==> config.mk <==
export PLATFORM = sky130hd
export DESIGN_NAME = run_sequencer
export DESIGN_NICKNAME = d
export VERILOG_FILES = /design/src/rtl/run_sequencer.sv
export SDC_FILE = /design/constraint.sdc
export NUM_CORES = 1
export LEC_CHECK = 0
export BUFFER_PORTS_ARGS = -buffer_cell sky130_fd_sc_hd__buf_2
export CELL_PAD_IN_SITES_DETAIL_PLACEMENT = 1
export CELL_PAD_IN_SITES_GLOBAL_PLACEMENT = 2
export CORE_ASPECT_RATIO = 1.1
export CORE_UTILIZATION = 31
export DETAILED_ROUTE_END_ITERATION = 10
export GPL_TIMING_DRIVEN = 0
export PLACE_DENSITY_LB_ADDON = 0.1
export SYNTH_ARGS = -nofsm -noshare
export SYNTH_HDL_FRONTEND = slang
export SYNTH_SLANG_ARGS = --single-unit
==> constraint.sdc <==
create_clock -name clk -period 2.6 [get_ports clk]
set_clock_uncertainty 0.2 [all_clocks]
set_input_delay 0.26 -clock clk [delete_from_list [all_inputs] [get_ports clk]]
set_output_delay 0.26 -clock clk [all_outputs]
set_load 0.005 [all_outputs]
==> src/rtl/run_sequencer.sv <==
// Run controller: accepts a host run request, loads the core PC from a program
// slot table and supervises execution until halt, timeout or host abort.
module run_sequencer #(
    parameter int                  D           = 12,
    parameter int                  N_PROG      = 4,
    parameter logic [N_PROG*D-1:0] START_TABLE = {12'hC00, 12'h800, 12'h400, 12'h000},
    parameter int                  CW          = 16,
    parameter int                  TIMEOUT     = 1000
) (
    input  logic          clk,
    input  logic          reset,
    input  logic          req,
    input  logic [3:0]    prog_sel,
    input  logic          halt_in,
    output logic          pc_load,
    output logic [D-1:0]  pc_init,
    output logic          core_run,
    output logic          busy,
    output logic          done,
    output logic          timeout,
    output logic          aborted,
    output logic [CW-1:0] cycle_count,
    output logic [7:0]    run_count
);

    typedef enum logic [1:0] {
        IDLE = 2'd0,
        LOAD = 2'd1,
        RUN  = 2'd2,
        DONE = 2'd3
    } state_t;

    localparam bit            TO_EN   = (TIMEOUT != 0);
    localparam logic [CW-1:0] TO_LAST = TO_EN ? CW'(TIMEOUT - 1) : '0;

    state_t          state_q;
    logic            pc_load_q;
    logic [D-1:0]    pc_init_q;
    logic            core_run_q;
    logic            busy_q;
    logic            done_q;
    logic            timeout_q;
    logic            aborted_q;
    logic [CW-1:0]   cycle_q;
    logic [CW-1:0]   cycle_d;
    logic [7:0]      runs_q;
    logic [D-1:0]    sel_pc;

    // Out-of-range slot indices fall back to slot 0.
    always_comb begin
        sel_pc = START_TABLE[D-1:0];
        for (int unsigned i = 0; i < N_PROG; i++) begin
            if (prog_sel == 4'(i)) begin
                sel_pc = START_TABLE[i*D +: D];
            end
        end
    end

    assign cycle_d = cycle_q + 1'b1;

    always_ff @(posedge clk or negedge reset) begin
        if (!reset) begin
            state_q    <= IDLE;
            pc_load_q  <= 1'b0;
            pc_init_q  <= '0;
            core_run_q <= 1'b0;
            busy_q     <= 1'b0;
            done_q     <= 1'b0;
            timeout_q  <= 1'b0;
            aborted_q  <= 1'b0;
            cycle_q    <= '0;
            runs_q     <= '0;
        end else begin
            case (state_q)
                IDLE: begin
                    if (req) begin
                        state_q   <= LOAD;
                        pc_load_q <= 1'b1;
                        pc_init_q <= sel_pc;
                        busy_q    <= 1'b1;
                        cycle_q   <= '0;
                        timeout_q <= 1'b0;
                        aborted_q <= 1'b0;
                    end
                end
                LOAD: begin
                    pc_load_q <= 1'b0;
                    pc_init_q <= '0;
                    if (req) begin
                        state_q    <= RUN;
                        core_run_q <= 1'b1;
                    end else begin
                        state_q   <= IDLE;
                        busy_q    <= 1'b0;
                        aborted_q <= 1'b1;
                    end
                end
                RUN: begin
                    cycle_q <= cycle_d;
                    // Host abort outranks halt, which outranks timeout.
                    if (!req) begin
                        state_q    <= IDLE;
                        core_run_q <= 1'b0;
                        busy_q     <= 1'b0;
                        aborted_q  <= 1'b1;
                    end else if (halt_in || (TO_EN && cycle_q == TO_LAST)) begin
                        state_q    <= DONE;
                        core_run_q <= 1'b0;
                        busy_q     <= 1'b0;
                        done_q     <= 1'b1;
                        timeout_q  <= !halt_in;
                        runs_q     <= runs_q + 1'b1;
                    end
                end
                DONE: begin
                    if (!req) begin
                        state_q <= IDLE;
                        done_q  <= 1'b0;
                    end
                end
                default: state_q <= IDLE;
            endcase
        end
    end

    assign pc_load     = pc_load_q;
    assign pc_init     = pc_init_q;
    assign core_run    = core_run_q;
    assign busy        = busy_q;
    assign done        = done_q;
    assign timeout     = timeout_q;
    assign aborted     = aborted_q;
    assign cycle_count = cycle_q;
    assign run_count   = runs_q;

endmodule

==> impl_results.md <==
* Detail Placement HPWL at 3.328 mm
* Nature of the critical path endpoint: flip-flop
* Final setup viols at 0
* Mapped Cells at 191
* Vias in the first global route at 1599
* Die Y at 82.90 um
* CTS Buf Count at 5
* Nets at 265
* First-pass GRT wire length at 8.079 mm
* Metal3 WL at roughly 140 um
* Post-synthesis cell area at 0.001844 mm2
* Area grow syn2layout at 25.17%
* VDD IR max at roughly 460 uV
* Die ar. at 0.006262 mm2
* Worst Hold Endpoint: pc_init[11]
* CP max FO at 8
* Type of origin of the critical path: flip-flop
* H-tree depth at 2
* Min-Delay Path Class: input port to flip-flop
* Top cells by area, synth: dfrtp_1, ha_1, buf_4
* Largest net degree at the start of global routing at 35
* Capture point of the worst reg-to-reg path: cycle_count[13]
* Vias per cell at 4.793
* Post-synthesis register bit count at 34
* Min-delay src: prog_sel[2]
* Root buf cell: clkbuf_8
* Total congestion overflow at 0
* Layout Cells excl Fill at 328
* Antenna violations before repair at 0
* Max_slew headroom at 0.4759
* FF-to-FF Start: state_q[0]
* Syn Area/Cell at 9.656 um2
* Fmax at between 0.4 and 0.5 GHz
* Crit path time final at 2427 ps
* Avg WL per Cell at 14.21 um
* Die Width at 75.54 um
* RSZ-0062 raised after global routing: false
* Vias at 1572
* Top FF cell, synth: dfrtp_1
* ANT nets after route at 0
* Post-synth top area share at 0.4613
* CP Data Required Time at 2610 ps
* GPL Wtd Cong at 0.7529
* Power per Cell Area at between 700 and 800 mW/mm2
* Slew of the pin with the lowest slew margin at between 700 and 800 ps
* Pre-antenna DRT Iters at 4
* Ports at 50
* Most common cell in the netlist: dfrtp_1
* Inst Count DP at 316
* Area leader, netlist: dfrtp_1
* Final period utilization at 0.9333
* Reg2reg path depth at 7
* Met1 wire length at about 2.2 mm
* EDFF count, synth at 0
* Detailed Route Iter0 Violations at 81
* Total Power at 0.001774 W
* Routed wire length at ~4.7 mm
* Most frequent cells after synthesis: dfrtp_1, nand2_1, nor2_1
* WS Path Type: flip-flop to flip-flop
* Number of diodes at 0
* CTS sink cnt at 34
* Lkg Pwr at 1.128 nW
* Post-synth ARST share at 1.000
* Status: finished, final reports clean
* Worst skew pair latency at 290 ps
* Clock buffer depth at 2
* Final setup TNS at 0 ps
* Total GRT Usage at 0.1691
* Sequential fraction of the synthesis area at 0.4613
* Reg clk slew, reported paths at around 70 ps
* Max-cap violations at 0
* Layout cells sized above 1 at 0.2550
* Setup WS pre-CTS at 137.6 ps
* Post-CTS Setup Bufs at 0
* Drt drc at 0
* Setup ws final at between 150 and 200 ps
* Port Buf Inserts at 39
* R2r setup slk at 170 ps
* CTS tree: yes
* Final Hold Vio Count at 0
* WP data arrival at 2440 ps
* Count of cell types in the netlist at 40
* Ys Warns at 0
* Slew Limit Fails at 0
* Row count at 29
* DR WL met2 at between 2 and 2.5 mm
* WHS Path Cells at 3
* Top layer in use: met4
* Initial Utilization at 0.3197
* Core area at approximately 0.0058 mm2
[layer usage]
metal,vias to the layer above,track usage
met4,0,0.05051
met5,-,0
met3,7,0.04005
met2,28,0.2630
met1,762,0.2302
li1,775,-
[flip-flops by register name (all words and copies together) (netlist names), 2 cells and up]
signal / flops
cycle_count: 16
run_count: 8
pc_init: 2
state_q: 2
[how the worst max path moves through the flow]
stage	start	end	cells past startpoint
after detailed placement	state_q[0]	cycle_count[14]	7
after global placement	state_q[0]	cycle_count[14]	7
final	state_q[0]	cycle_count[13]	7
after floorplan	state_q[0]	cycle_count[13]	7
after global routing	state_q[0]	cycle_count[15]	7
after CTS	state_q[0]	cycle_count[14]	7
[power breakdown]
part | switching (W) | internal (W)
clock | 0.000202 | 0.000214
combinational | 0.000375 | 0.000266
sequential | 0.0000860 | 0.000630
total | 0.000663 | 0.00111
[metrics by stage]
stage | cell area (um2) | hold WS, ps | util
6_report | 2308 | 106.7 | 0.4001
5_1_grt | 2308 | 114.6 | 0.4001
4_1_cts | 2301 | 94.80 | 0.3988
3_5_place_dp | 2170 | 204.3 | 0.3761
3_3_place_gp | 2170 | 199.5 | 0.3761
2_1_floorplan | 1878 | -235.6 | -
[worst max-delay path, stage by stage (launching register included)]
cell	delay, ps
dfrtp_2	410
inv_1	100
ha_1	200
buf_4	160
mux2i_1	200
or4_4	610
or3_1	330
a21oi_1	140
[cells by family after synthesis]
| kind of cell | share of synthesized area |
|---|---|
| flip-flops | 0.4613 |
| other | 0.002033 |
| buffers and inverters | 0.07191 |
| multiplexers | 0.02782 |
| XOR/XNOR | 0.06649 |
| AND/OR/NAND/NOR | 0.2090 |
| AO/OA/AOI/OAI | 0.1140 |
| adder cells (fa/ha/maj) | 0.04749 |
[timing repair]
item,4_1_cts,5_1_grt
hold buffers,4,0
gates resized for setup,0,5
hold endpoints to repair,37,0
setup endpoints to repair,0,10
[cells in the final DEF, fill, tap and decap left out, types with 2 or more instances in the layout]
cell type,instances
a21boi_0,2
a21oi_1,9
a22o_1,3
a32o_1,2
buf_2,40
buf_4,11
clkbuf_1,4
clkbuf_8,6
conb_1,10
dfrtp_1,32
dfrtp_2,2
dlygate4sd3_1,4
ha_1,7
inv_1,8
mux2i_1,4
nand2_1,20
nand2b_1,2
nand3_1,5
nand4_1,4
nor2_1,12
nor3_1,8
nor4_1,7
o21ai_0,11
or3_1,5
or4_4,2
xnor2_1,8
xor2_1,6
[layout make-up]
type / count / area (um2)
repair buffers: 43 / 235.2
fillers: 696 / 3461
clock buffers: 7 / 86.33
inverters: 8 / 30.03
multi-input cells: 142 / 898.4
plain buffers: 16 / 103.9
well taps: 77 / 96.34
clock inverters: 1 / 5.005
flip-flops and latches: 34 / 853.3
(Power assumes the default switching activity.)
